## config.mk

```make
export PLATFORM = sky130hd
export DESIGN_NAME = div_param
export DESIGN_NICKNAME = d
export VERILOG_FILES = /design/src/rtl/multdiv_pkg.sv /design/src/rtl/div_param_step.sv /design/src/rtl/div_param.sv
export SDC_FILE = /design/constraint.sdc
export NUM_CORES = 1
export LEC_CHECK = 0
export CORE_UTILIZATION = 65
export CTS_BUF_LIST = sky130_fd_sc_hd__clkbuf_8
export DETAILED_ROUTE_END_ITERATION = 12
export DONT_BUFFER_PORTS = 1
export GPL_TIMING_DRIVEN = 0
export HOLD_SLACK_MARGIN = 0.05
export PLACE_DENSITY = 0.84
export SYNTH_ARGS = -nofsm -noshare
export SYNTH_HDL_FRONTEND = slang
export SYNTH_SLANG_ARGS = --single-unit
```

## constraint.sdc

```tcl
create_clock -name clock -period 8.8 [get_ports clock]
set_input_delay 0.88 -clock clock [delete_from_list [all_inputs] [get_ports clock]]
set_output_delay 0.88 -clock clock [all_outputs]
set_load 0.05 [all_outputs]
```

## src/rtl/multdiv_pkg.sv

```systemverilog
// Shared definitions for the multdiv unit (divider and multiplier successors).
// Contents:
//   div_state_t        - sequencing states of the divider
//   SIGN_POS, SIGN_NEG - encodings of a recorded result sign
package multdiv_pkg;

    // Divider sequencing states
    typedef enum logic [1:0] {
        IDLE = 2'd0,
        RUN  = 2'd1,
        FIX  = 2'd2,
        ZERO = 2'd3
    } div_state_t;

    // Recorded sign of a result: negative results are negated in the fix-up step
    localparam logic SIGN_POS = 1'b0;
    localparam logic SIGN_NEG = 1'b1;

endpackage

```

## src/rtl/div_param_step.sv

```systemverilog
// One restoring-division iteration. This block is purely combinational.
// Ports:
//   p_in / p_out   - partial remainder, WIDTH+1 bits, before and after the iteration
//   q_in / q_out   - dividend/quotient shift register, before and after the iteration
//   divisor        - divisor magnitude
// Two copies in series form a 2-bit-per-cycle datapath.
module div_param_step #(
    parameter int unsigned WIDTH = 32
) (
    input  logic [WIDTH:0]   p_in,
    input  logic [WIDTH-1:0] q_in,
    input  logic [WIDTH-1:0] divisor,
    output logic [WIDTH:0]   p_out,
    output logic [WIDTH-1:0] q_out
);

    // One bit of headroom above P so that the trial sign is an explicit borrow
    logic [WIDTH+1:0] p_sh;
    logic [WIDTH+1:0] trial;

    // Shift {P,Q} left, trial-subtract, and keep the result if it did not borrow
    always_comb begin
        p_sh  = {p_in, q_in[WIDTH-1]};
        trial = p_sh - {2'b00, divisor};
        if (trial[WIDTH+1]) begin
            p_out = p_sh[WIDTH:0];
            q_out = {q_in[WIDTH-2:0], 1'b0};
        end else begin
            p_out = trial[WIDTH:0];
            q_out = {q_in[WIDTH-2:0], 1'b1};
        end
    end

endmodule

```

## src/rtl/div_param.sv

```systemverilog
// Parameterised sequential signed/unsigned restoring divider.
// Ports:
//   clock, reset                  - rising-edge clock, async active-high reset
//   data_operandA / data_operandB - dividend / divisor, sampled on a start edge
//   ctrl_DIV, ctrl_signed         - start pulse and signed-mode select
//   data_quotient, data_remainder - results; they hold until the next completion
//   data_exception                - divide-by-zero flag, valid with data_resultRDY
//   data_resultRDY                - one-cycle pulse when the results are valid
//   busy                          - operation in progress
// A start takes priority in every state, so it aborts an operation that is in flight.
module div_param
    import multdiv_pkg::*;
#(
    parameter int unsigned WIDTH = 32,
    parameter int unsigned CNT_W = $clog2(WIDTH + 1)
) (
    input  logic             clock,
    input  logic             reset,
    input  logic [WIDTH-1:0] data_operandA,
    input  logic [WIDTH-1:0] data_operandB,
    input  logic             ctrl_DIV,
    input  logic             ctrl_signed,
    output logic [WIDTH-1:0] data_quotient,
    output logic [WIDTH-1:0] data_remainder,
    output logic             data_exception,
    output logic             data_resultRDY,
    output logic             busy
);

    // Two's-complement negate, wrapping at WIDTH bits
    function automatic logic [WIDTH-1:0] negate(input logic [WIDTH-1:0] x);
        return ~x + WIDTH'(1);
    endfunction

    div_state_t       state;
    logic [CNT_W-1:0] cnt;
    logic [WIDTH:0]   part_rem;
    logic [WIDTH-1:0] quo_sh;
    logic [WIDTH-1:0] divisor_mag;
    logic [WIDTH-1:0] dividend_raw;
    logic             quo_sign;
    logic             rem_sign;

    logic [WIDTH:0]   part_rem_nxt;
    logic [WIDTH-1:0] quo_sh_nxt;
    logic             a_neg;
    logic             b_neg;

    // Operand signs matter only in signed mode
    assign a_neg = ctrl_signed & data_operandA[WIDTH-1];
    assign b_neg = ctrl_signed & data_operandB[WIDTH-1];

    div_param_step #(
        .WIDTH (WIDTH)
    ) u_step (
        .p_in    (part_rem),
        .q_in    (quo_sh),
        .divisor (divisor_mag),
        .p_out   (part_rem_nxt),
        .q_out   (quo_sh_nxt)
    );

    // Sequencer, datapath registers and registered outputs
    always_ff @(posedge clock or posedge reset) begin
        if (reset) begin
            state          <= IDLE;
            cnt            <= '0;
            part_rem       <= '0;
            quo_sh         <= '0;
            divisor_mag    <= '0;
            dividend_raw   <= '0;
            quo_sign       <= SIGN_POS;
            rem_sign       <= SIGN_POS;
            data_quotient  <= '0;
            data_remainder <= '0;
            data_exception <= 1'b0;
            data_resultRDY <= 1'b0;
            busy           <= 1'b0;
        end else begin
            data_resultRDY <= 1'b0;
            data_exception <= 1'b0;
            if (ctrl_DIV) begin
                // The most-negative value has a magnitude that still fits in WIDTH unsigned bits
                quo_sh       <= a_neg ? negate(data_operandA) : data_operandA;
                divisor_mag  <= b_neg ? negate(data_operandB) : data_operandB;
                dividend_raw <= data_operandA;
                part_rem     <= '0;
                quo_sign     <= a_neg ^ b_neg;
                rem_sign     <= a_neg;
                cnt          <= '0;
                busy         <= 1'b1;
                state        <= (data_operandB == '0) ? ZERO : RUN;
            end else begin
                case (state)
                    IDLE: begin
                        state <= IDLE;
                    end
                    RUN: begin
                        part_rem <= part_rem_nxt;
                        quo_sh   <= quo_sh_nxt;
                        cnt      <= cnt + CNT_W'(1);
                        if (cnt == CNT_W'(WIDTH - 1)) begin
                            state <= FIX;
                        end
                    end
                    FIX: begin
                        data_quotient  <= (quo_sign == SIGN_NEG) ? negate(quo_sh) : quo_sh;
                        data_remainder <= (rem_sign == SIGN_NEG) ? negate(part_rem[WIDTH-1:0])
                                                                 : part_rem[WIDTH-1:0];
                        data_resultRDY <= 1'b1;
                        busy           <= 1'b0;
                        state          <= IDLE;
                    end
                    ZERO: begin
                        data_quotient  <= '1;
                        data_remainder <= dividend_raw;
                        data_exception <= 1'b1;
                        data_resultRDY <= 1'b1;
                        busy           <= 1'b0;
                        state          <= IDLE;
                    end
                    default: begin
                        state <= IDLE;
                    end
                endcase
            end
        end
    end

endmodule

```

==> results by group, run 1 <==
Timing
  • Worst Max-Slew Pin Slew: 0.891 ns
  • Hold Fails Final Rpt: 0
  • Final Max Tran Viols: 0
  • Layout Skew: 0.0226 ns
  • Max transition margin: 40.6%
  • Final setup fails: 0
  • Setup Total Neg Slack: 0 ns
  • Max Fclk: 248 MHz
  • Final Critical Period: 4.03 ns
  • Unrepaired setup endpoints after global routing: no
  • Final setup margin: 4.77 ns
  • Tcrit/Tclk final: 45.8%

Worst setup path
  • Worst Setup SP: quo_sh[31]$_DFFE_PP0P_
  • CP required: 9.24 ns
  • Crit. End Element: flip-flop
  • Critical-path top delay cell: a221oi_1
  • Worst setup SP type: flip-flop
  • Critical R2R Launch: quo_sh[31]$_DFFE_PP0P_
  • Max incr delay on CP: 0.61 ns
  • Critical Path Fanout Max: 5
  • Crit path DAT: 4.47 ns
  • Setup CP Type: flip-flop to flip-flop
  • Cell breakdown of the critical path: inv_1 -> ha_1 -> inv_1 -> fa_1 -> a21o_1 -> a221o_1 -> a221oi_1 -> o22ai_1 -> or2_1 -> a311oi_1 -> xnor2_1 -> nand2_1 -> a311oi_1

Yosys
  • Leading cell type by number of instances after synthesis: dfrtp_1
  • Seq/Total Area, Yosys: 40.3%
  • Synth top cells by count: 206 x dfrtp_1, 169 x nand2_1, 165 x nor2_1, 140 x a21oi_1, 107 x o21ai_0
  • Post-synth top area cell: dfrtp_1
  • Post-synth EDFFs: 0
  • Ys Warns: 0
  • Post-synth ARST share: 100%
  • Synthesized netlist net count: 1567
  • Synth top area cells: dfrtp_1 40%, xor2_1 6.8%, a21oi_1 5.5%
  • Synth Register Bits: 206
  • Synthesized area: 12800 µm²
  • Synth unique cells: 71
  • Main synth FF type: dfrtp_1
  • Synth Instances: 1461
  • Mean post-synth cell area: 8.76 µm²
  • Synth top area share: 40.3%

Die
  • # rows: 50
  • Die X: 142 µm
  • Initial Utilization: 67.3%
  • Core Region: 19000 µm²
  • Die area: 20300 µm²
  • Die height: 142 µm
  • Ports: 135

GRT
  • Largest net degree at the start of global routing: 140
  • Vias in the first global route: 10740
  • GRT overflow: 0
  • First-pass GRT wire length: 53900 µm
  • Initial antenna violation count: 0
  • Total GRT Usage: 34.2%

Clock tree
  • CTS buffer count: 36
  • CTS tree: done
  • H-Tree Depth: 2
  • CTS max path bufs: 3
  • CTS Sinks: 206
  • Worst-skew pair later-pin latency: 0.55 ns
  • Setup Buffers After CTS: 0
  • Clk slew on worst S/H paths: 0.06 ns
  • Hold_buf cts: 0
  • CTS resizes: 0
  • Clock root cell: clkbuf_8

Power
  • LEAKAGE: 6.48 nW
  • Peak supply drop: 0.111 mV
  • PwrDens: 231 nW/µm²
  • Total power: 3.20 mW

Route
  • # DRC: 0
  • Vias: 11047
  • Metal-1 WL: 13400 µm
  • DRT Wirelength: 34400 µm
  • Top layer in use: met4
  • Metal2 WL: 16400 µm
  • Routed wl met3: 2900 µm
  • Initial DRC count: 866
  • DR pass1 iterations: 5
  • Antenna-violating nets left: 0
  • Via/cell ratio: 6.19
  • Detailed-route wire length per cell: 19.2 µm

Final layout
  • Layout area overhead: 8.24%
  • Layout Nets: 1606
  • Fraction of layout cells with a size suffix above 1: 7.86%
  • # diodes: 0
  • Fin cells: 1786
  • FILL cells: 1478

Place
  • Post-Place Setup Slack: 4.82 ns
  • GPL Wtd Cong: 0.960
  • Post-DP HPWL: 25600 µm
  • Dpl cells: 1722
  • Port-buffer cells: 0

Run
  • Max cap viols: 0

Hold path
  • Hold WC Path Type: primary input to asynchronous set/reset pin

Outcome
  • Run status: completed
-- stage by stage --
| stage | area, µm² | hold slack, ns | utilization [%] |
|---|---|---|---|
| detailed placement | 13200 | 0.487 | 69.2 |
| CTS | 13900 | 0.237 | 72.9 |
| global placement | 13100 | 0.483 | 69.0 |
| finish | 13900 | 0.223 | 72.9 |
| global route | 13900 | 0.264 | 72.9 |
| floorplan | 12800 | 0.471 | - |
-- layout by cell type (no fill, tap or decap), types with 7 or more instances in the layout --
| master | count |
|---|---|
| o21ai_0 | 107 |
| a21oi_1 | 140 |
| nor2_1 | 165 |
| xor2_1 | 100 |
| a21o_1 | 17 |
| o41ai_1 | 12 |
| or4_1 | 10 |
| a211oi_1 | 7 |
| ha_1 | 37 |
| and2_1 | 7 |
| dfrtp_1 | 206 |
| nand3_1 | 17 |
| clkbuf_8 | 47 |
| mux2i_1 | 33 |
| nor4_1 | 9 |
| xnor2_1 | 50 |
| and3_1 | 14 |
| mux2_2 | 31 |
| clkbuf_1 | 64 |
| nand2_1 | 169 |
| o31ai_1 | 25 |
| a31oi_1 | 14 |
| o21ai_1 | 7 |
| nor3_1 | 17 |
| a311oi_1 | 27 |
| buf_1 | 7 |
| inv_1 | 69 |
| or3_1 | 14 |
-- cells by family after synthesis --
kind of cell	Yosys count	synth area share, %
and+or+nand+nor	471	16.9
DFF	206	40.3
adders and majority gates	38	3.77
buffers and inverters	137	4.32
xor gates and xnor gates	152	10.5
muxes	64	5.31
AOI/OAI and AO/OA	393	18.9
-- worst paths after layout --
kind | to | slack [ns] | cells after the start
max | part_rem[28]$_DFFE_PP0P_ | 4.77 | 13
min | divisor_mag[30]$_DFFE_PP0P_ | 0.22 | 1
max reg2reg | part_rem[28]$_DFFE_PP0P_ | 4.77 | 13
min reg2reg | dividend_raw[29]$_DFFE_PP0P_ | 0.50 | 1
max in group asynchronous | data_remainder[6]$_DFFE_PP0P_ | 7.55 | 2
min in group clock | quo_sh[31]$_DFFE_PP0P_ | 0.48 | 2
-- report_power, final --
group	leakage (nW)	switching, mW	internal (mW)
Clock	0.411	0.398	0.453
Sequential	2.63	0.161	1.05
Combinational	3.44	0.666	0.473
Total	6.48	1.23	1.98
-- state kept, by name, indices dropped and copies added, names as in the netlist, 2 cells and up --
name and count:
cnt 6, data_remainder 32, divisor_mag 32, data_quotient 32
dividend_raw 32, quo_sh 32, part_rem 33, state 2
-- layout make-up --
| cell class | instances | area (µm²) | area share [%] |
|---|---|---|---|
| Clock inverter | 20 | 88.8 | 0.641 |
| Timing Repair Buffer | 1 | 27.5 | 0.199 |
| Inverter | 56 | 218 | 1.57 |
| Tap cell | 260 | 325 | 2.35 |
| Buffer | 81 | 343 | 2.47 |
| Multi-Input combinational cell | 1118 | 7090 | 51.2 |
| Sequential cell | 206 | 5150 | 37.2 |
| Clock buffer | 44 | 606 | 4.37 |
-- worst max-delay path: cells and delay by family (launching register included) --
family / cells / cell delay [ns]
fa+ha+maj: 2 / 0.65
buf+inv: 2 / 0.34
simple gates: 2 / 0.40
flops: 1 / 0.36
compound gates: 6 / 1.99
xor+xnor: 1 / 0.17
-- metal layers --
layer  vias up  global-route usage, %
li1       5230                      -
met1      5234                   40.5
met2       458                   58.3
met3       125                   6.90
met4         0                   18.4
met5         -                      0
Note: power is estimated with default switching activity, not from simulation.
==> run 2: changes to the inputs <==
--- a/config.mk
+++ b/config.mk
@@ -5,13 +5,13 @@
 export SDC_FILE = /design/constraint.sdc
 export NUM_CORES = 1
 export LEC_CHECK = 0
-export CORE_UTILIZATION = 65
+export CORE_UTILIZATION = 60
 export CTS_BUF_LIST = sky130_fd_sc_hd__clkbuf_8
 export DETAILED_ROUTE_END_ITERATION = 12
 export DONT_BUFFER_PORTS = 1
 export GPL_TIMING_DRIVEN = 0
 export HOLD_SLACK_MARGIN = 0.05
-export PLACE_DENSITY = 0.84
+export PLACE_DENSITY = 0.82
 export SYNTH_ARGS = -nofsm -noshare
 export SYNTH_HDL_FRONTEND = slang
 export SYNTH_SLANG_ARGS = --single-unit
==> constraint.sdc (replaced) <==
create_clock -name clock -period 3.3 [get_ports clock]
set_input_delay 0.33 -clock clock [delete_from_list [all_inputs] [get_ports clock]]
set_output_delay 0.33 -clock clock [all_outputs]
set_load 0.05 [all_outputs]
==> run 2 against run 1 <==
Net effect:
- core utilization fell by 1.9 points
- combinational power rose to 3.1 times the previous value
- highest routed layer unchanged
- power rose to 2.8 times the previous value
- clock power rose to 2.8 times the previous value
- largest cell class unchanged
- worst hold slack got worse by 0.18 ns
- die area rose by 8.2%
- routed wire length rose by 11%
- maximum frequency rose by 25%
- global-route usage rose by 1.1 points
==> results by group, run 2 (synthesis results as in run 1) <==
Clock tree
  • Clock root cell: clkbuf_8
  • CTS tree: done
  • CTS Sinks: 206
  • H-Tree Depth: 2
  • Clk slew on worst S/H paths: 0.06 ns
  • CTS buffer count: 37
  • Worst-skew pair later-pin latency: 0.55 ns
  • CTS max path bufs: 3

Final layout
  • Layout area overhead: 16.2%
  • Top reg by flops: part_rem
  • Most frequent cells in the layout: 204 x dfrtp_1, 169 x nand2_1, 164 x nor2_1
  • Post-Layout Inst Area: 14900 µm²
  • Final core occ: 71.0%
  • Fraction of layout cells with a size suffix above 1: 10.3%
  • Commonest non-fill, non-tap cell in the layout: dfrtp_1
  • FILL cells: 1541
  • Number of flip-flops in the largest register: 33
  • # diodes: 0
  • Layout Nets: 1684

Die
  • Ports: 135
  • Core Region: 21000 µm²
  • Die height: 148 µm
  • Die area: 21900 µm²
  • Die X: 148 µm
  • Initial Utilization: 61.1%
  • # rows: 53

Power
  • LEAKAGE: 6.84 nW
  • PwrDens: 612 nW/µm²
  • Sw Pwr: 3.47 mW
  • Total power: 9.11 mW
  • Sequential power share: 35.7%
  • Internal Power: 5.64 mW
  • Clk network pwr share: 26.0%
  • Switch share: 38.1%
  • Peak supply drop: 0.366 mV
  • Combinational share of power: 38.3%

Route
  • Antenna-violating nets left: 0
  • Detailed-route wire length per cell: 20.3 µm
  • Vias: 11605
  • DR pass1 iterations: 5
  • # DRC: 0
  • Via/cell ratio: 6.19
  • Initial DRC count: 727
  • DRT Wirelength: 38000 µm

Place
  • Post-Place Setup Slack: -0.680 ns
  • Post-DP HPWL: 26500 µm
  • Placed inst area: 13200 µm²
  • GPL Wtd Cong: 0.909
  • Port-buffer cells: 0

Worst setup path
  • Worst setup SP type: flip-flop
  • Max incr delay on CP: 0.37 ns
  • CP bufs+invs: 2
  • Setup CP Type: flip-flop to flip-flop
  • Crit. End Element: flip-flop
  • Crit path DAT: 3.66 ns
  • Crit path top cell by count: inv_2
  • Critical Path Fanout Max: 3
  • Family with the most delay on the worst path: compound AO/OA/AOI/OAI gates
  • Critical-path top delay cell: dfrtp_1
  • CP required: 3.73 ns
  • Critical R2R Launch: quo_sh[31]$_DFFE_PP0P_
  • Cell breakdown of the critical path: inv_2 -> ha_4 -> inv_2 -> fa_2 -> a21o_1 -> a221o_1 -> a221oi_4 -> o22ai_2 -> or2_4 -> a311oi_2 -> xnor2_1 -> nand2_1 -> a311oi_1
  • Worst Setup SP: quo_sh[31]$_DFFE_PP0P_

Timing
  • Final setup margin: 0.0641 ns
  • Max transition margin: 40.1%
  • Max Fclk: 309 MHz
  • Final Max Tran Viols: 0
  • Worst Max-Slew Pin Slew: 0.898 ns
  • Final setup fails: 0
  • Tcrit/Tclk final: 98.1%
  • Layout Skew: 0.0268 ns
  • Hold Fails Final Rpt: 0
  • Unrepaired setup endpoints after global routing: yes
  • Final Critical Period: 3.24 ns
  • Final hold slack: 0.0394 ns

GRT
  • First-pass GRT wire length: 60800 µm
  • Total GRT Usage: 35.3%
  • GRT overflow: 0
  • Largest net degree at the start of global routing: 45
  • Vias in the first global route: 11633
  • Initial antenna violation count: 1

Outcome
  • Run status: completed

Hold path
  • Hold path start: ctrl_signed
  • Hold WC Path Type: primary input to flip-flop

Run
  • Max cap viols: 0
-- run 2: cell types whose count changed in the layout (fill, tap and decap cells not counted), moves of 5 or more --
cell / delta
buf_4: +12
ha_1: -5
buf_2: -6
dlygate4sd3_1: +64
inv_1: -8
buf_12: +5
-- run 2: path summary, 6_finish.rpt --
path                                                        to  cells past startpoint  slack, ns
worst max-delay path                  part_rem[28]$_DFFE_PP0P_                     13       0.06
worst min-delay path                    quo_sh[31]$_DFFE_PP0P_                      3       0.04
worst max register to register        part_rem[28]$_DFFE_PP0P_                     13       0.06
worst min register to register    dividend_raw[24]$_DFFE_PP0P_                      1       0.51
max in group asynchronous              part_rem[7]$_DFFE_PP0P_                      5       1.87
min in group asynchronous       data_remainder[30]$_DFFE_PP0P_                      2       0.35
-- run 2: routing by layer --
metal / GRT usage, % / part of all wire (%)
met1: 42.7 / 38
met4: 17.5 / 4.8
met3: 7.33 / 8.6
met2: 59.7 / 48
met5: 0 / 0
-- run 2: power groups by stage --
stage | clock network (mW) | logic (mW) | registers [mW]
6_report | 2.37 | 3.49 | 3.25
3_5_place_dp | 0 | 3.01 | 3.26
5_1_grt | 2.51 | 3.84 | 3.29
3_3_place_gp | 0 | 2.92 | 3.25
2_1_floorplan | 0 | 2.41 | 3.12
4_1_cts | 2.37 | 3.30 | 3.22
-- run 2: timing repair --
| action | in CTS | in global routing |
|---|---|---|
| endpoints found under the hold margin | 115 | 0 |
| resized for setup | 16 | 27 |
| setup buffers | 8 | 5 |
| setup endpoints to repair | 33 | 34 |
| pin swaps | 3 | 20 |
| hold buffers | 64 | 0 |
-- run 2: cell type report --
| cell class | count | area [µm²] | share of cell area, % |
|---|---|---|---|
| multi-input cells | 1118 | 7250 | 48.7 |
| well taps | 275 | 344 | 2.31 |
| repair buffers | 82 | 842 | 5.66 |
| inverters | 56 | 214 | 1.44 |
| flip-flops and latches | 206 | 5160 | 34.7 |
| clock inverters | 12 | 55.1 | 0.370 |
| plain buffers | 77 | 354 | 2.38 |
| clock buffers | 48 | 661 | 4.44 |
-- run 2: worst reg2reg max path, delay by kind of cell (launching register included) --
kind,cells,cell delay [ns]
buffers and inverters,2,0.16
AOI/OAI and AO/OA,6,1.59
xor gates and xnor gates,1,0.16
adders and majority gates,2,0.51
and+or+nand+nor,2,0.34
DFF,1,0.37
-- run 2: stage by stage --
step | cells | setup TNS, ns
2_1_floorplan | 1461 | 0
3_3_place_gp | 1736 | -145.63
3_5_place_dp | 1741 | -10.71
4_1_cts | 1873 | 0
5_1_grt | 1874 | -0.128
6_report | 1874 | 0
==> run 3: changes to the inputs <==
--- a/config.mk
+++ b/config.mk
@@ -7,6 +7,7 @@
 export LEC_CHECK = 0
 export CORE_UTILIZATION = 60
 export CTS_BUF_LIST = sky130_fd_sc_hd__clkbuf_8
+export CTS_CLUSTER_SIZE = 40
 export DETAILED_ROUTE_END_ITERATION = 12
 export DONT_BUFFER_PORTS = 1
 export GPL_TIMING_DRIVEN = 0
@@ -14,4 +15,5 @@
 export PLACE_DENSITY = 0.82
 export SYNTH_ARGS = -nofsm -noshare
 export SYNTH_HDL_FRONTEND = slang
+export SYNTH_HIERARCHICAL = 1
 export SYNTH_SLANG_ARGS = --single-unit
==> run 3 against run 2 <==
Net effect:
- the flow now finishes with violations (negative setup slack)
- combinational power increased by 35%
- critical path depth decreased by 1
- power increased by 20%
- highest routed layer unchanged
==> results by group, run 3 <==
Outcome
  • Run status: finished with violations
  • Failing checks: negative setup slack

Yosys
  • Synth top area cells: dfrtp_1 39%, a21oi_1 6.7%, xnor2_1 5.1%
  • Synth unique cells: 69
  • Post-synth EDFFs: 0
  • Synth top cells by count: 206 x dfrtp_1, 178 x a21oi_1, 159 x nand2_1, 130 x nor2_1, 97 x o21ai_0
  • Main synth FF type: dfrtp_1
  • Seq/Total Area, Yosys: 38.6%
  • Post-synth ARST share: 100%
  • Ys Warns: 6
  • Post-synth top area cell: dfrtp_1
  • Synthesized netlist net count: 1656
  • Synth top area share: 38.6%
  • Synth Instances: 1550
  • Mean post-synth cell area: 8.62 µm²
  • Synthesized area: 13400 µm²
  • Synth Register Bits: 206
  • Leading cell type by number of instances after synthesis: dfrtp_1

Final layout
  • Layout Nets: 1790
  • Number of flip-flops in the largest register: 33
  • Post-Layout Inst Area: 15900 µm²
  • Fin cells: 1994
  • Final core occ: 72.7%
  • Layout area overhead: 18.7%
  • Top reg by flops: part_rem
  • Commonest non-fill, non-tap cell in the layout: dfrtp_1
  • Most frequent cells in the layout: 192 x dfrtp_1, 175 x a21oi_1, 154 x nand2_1
  • Fraction of layout cells with a size suffix above 1: 14.2%

Clock tree
  • CTS max path bufs: 3
  • CTS buffer count: 38
  • Clk slew on worst S/H paths: 0.06 ns
  • H-Tree Depth: 2
  • Worst-skew pair later-pin latency: 0.54 ns
  • Clock root cell: clkbuf_8
  • CTS tree: done
  • CTS Sinks: 206

Worst setup path
  • Reg2Reg Setup Slack: -0.11 ns
  • Setup CP Type: flip-flop to flip-flop
  • CP required: 3.67 ns
  • Critical Path Fanout Max: 8
  • Worst setup SP type: flip-flop
  • Crit path top cell by count: and3_4
  • Cell breakdown of the critical path: ha_4 -> and3_4 -> or3b_4 -> a211oi_4 -> o31ai_2 -> and3_4 -> o31a_4 -> xor2_4 -> inv_2 -> mux2_2 -> nand2_1 -> a21oi_1
  • Crit path DAT: 3.78 ns
  • Critical-path top delay cell: dfrtp_2
  • Crit. End Element: flip-flop
  • Max incr delay on CP: 0.43 ns

Route
  • # DRC: 0
  • DR pass1 iterations: 6
  • Antenna-violating nets left: 0
  • Vias: 12680
  • Initial DRC count: 1108
  • DRT Wirelength: 42600 µm
  • Via/cell ratio: 6.36
  • Detailed-route wire length per cell: 21.4 µm

Timing
  • Final setup margin: -0.112 ns
  • Final Critical Period: 3.41 ns
  • Unrepaired setup endpoints after global routing: yes
  • Final hold slack: 0.0730 ns
  • Final Max Tran Viols: 0
  • Worst Max-Slew Pin Slew: 0.888 ns
  • Setup Total Neg Slack: -0.614 ns
  • Final setup fails: 16
  • Tcrit/Tclk final: 103%
  • Hold Fails Final Rpt: 0
  • Max Fclk: 293 MHz
  • Layout Skew: 0.0204 ns
  • Max transition margin: 40.8%

Place
  • Placed inst area: 13800 µm²
  • Port-buffer cells: 0
  • Post-Place Setup Slack: -0.480 ns
  • Dpl cells: 1835
  • GPL Wtd Cong: 0.957
  • Post-DP HPWL: 29100 µm

Power
  • PwrDens: 691 nW/µm²
  • LEAKAGE: 6.81 nW
  • Peak supply drop: 0.356 mV
  • Total power: 11.0 mW

Die
  • Die height: 151 µm
  • Die X: 151 µm
  • Die area: 22900 µm²
  • Core Region: 21800 µm²
  • Ports: 135
  • Initial Utilization: 61.2%
  • # rows: 54

GRT
  • Initial antenna violation count: 0
  • GRT overflow: 0
  • First-pass GRT wire length: 64800 µm
  • Total GRT Usage: 37.2%
  • Largest net degree at the start of global routing: 44
  • Vias in the first global route: 12252

Run
  • Max cap viols: 0

Hold path
  • Hold WC Path Type: primary input to flip-flop
## run 3: changes by cell type in the layout (fill, tap and decap cells not counted), moves of 15 or more
| cell | previous run | this run |
|---|---|---|
| a211oi_1 | 7 | 28 |
| a21oi_1 | 139 | 175 |
| a311oi_1 | 23 | 0 |
| a31oi_1 | 12 | 41 |
| and2_1 | 7 | 26 |
| buf_4 | 12 | 55 |
| mux2i_1 | 33 | 12 |
| nand2_1 | 169 | 154 |
| nor2_1 | 164 | 130 |
| xnor2_1 | 50 | 78 |
| xor2_1 | 100 | 67 |
## run 3: final cells by class
type	instances	area, µm²
multi-input cells	1159	7660
fillers	1540	5960
inverters	68	259
clock buffers	54	743
clock inverters	15	119
diodes	1	2.50
repair buffers	97	975
flip-flops and latches	206	5170
well taps	280	350
plain buffers	114	577
## run 3: metal layers
layer	part of all wire [%]	vias up	global-route usage, %
li1	-	5749	-
met1	37	5972	44.6
met5	0	-	0
met4	7.0	0	25.6
met3	10	183	8.43
met2	46	776	59.4
## run 3: critical path, delay by kind of cell (launching register included)
family	cells	cell delay (ns)
AO/OA/AOI/OAI	4	0.77
XOR/XNOR	1	0.35
adder cells (fa/ha/maj)	1	0.31
buffers and inverters	1	0.20
flip-flops	1	0.43
multiplexers	1	0.31
AND/OR/NAND/NOR	4	0.86
## run 3: path summary, 6_finish.rpt
check                      depth (start not counted)                      endpoint                         start
max in group asynchronous                          4        quo_sh[31]$_DFFE_PP0P_                         reset
setup / recovery                                  12      part_rem[27]$_DFFE_PP0P_       part_rem[7]$_DFFE_PP0P_
setup reg to reg                                  12      part_rem[27]$_DFFE_PP0P_       part_rem[7]$_DFFE_PP0P_
hold reg to reg                                    1  dividend_raw[17]$_DFFE_PP0P_  dividend_raw[17]$_DFFE_PP0P_
min in group asynchronous                          2  data_quotient[7]$_DFFE_PP0P_                         reset
hold / removal                                     2          state[1]$_DFFE_PP0P_             data_operandB[31]
## run 3: what timing repair did
item                                    CTS  global route
resized for setup                        40            48
pin swaps                                 3             6
hold endpoints to repair                123             0
buffers inserted                         13            13
endpoints found under the setup margin   34            32
hold buffers                             66             0
## run 3: cell families after synthesis
group	share of synthesized area (%)
muxes	3.85
AOI/OAI and AO/OA	20.8
DFF	38.6
buffers and inverters	6.11
and+or+nand+nor	17.3
adders and majority gates	3.61
xor gates and xnor gates	9.71
## run 3: power breakdown
| part | switching (mW) | internal [mW] |
|---|---|---|
| clock network | 1.13 | 1.61 |
| registers | 0.661 | 2.87 |
| logic | 2.63 | 2.07 |
| total | 4.42 | 6.55 |
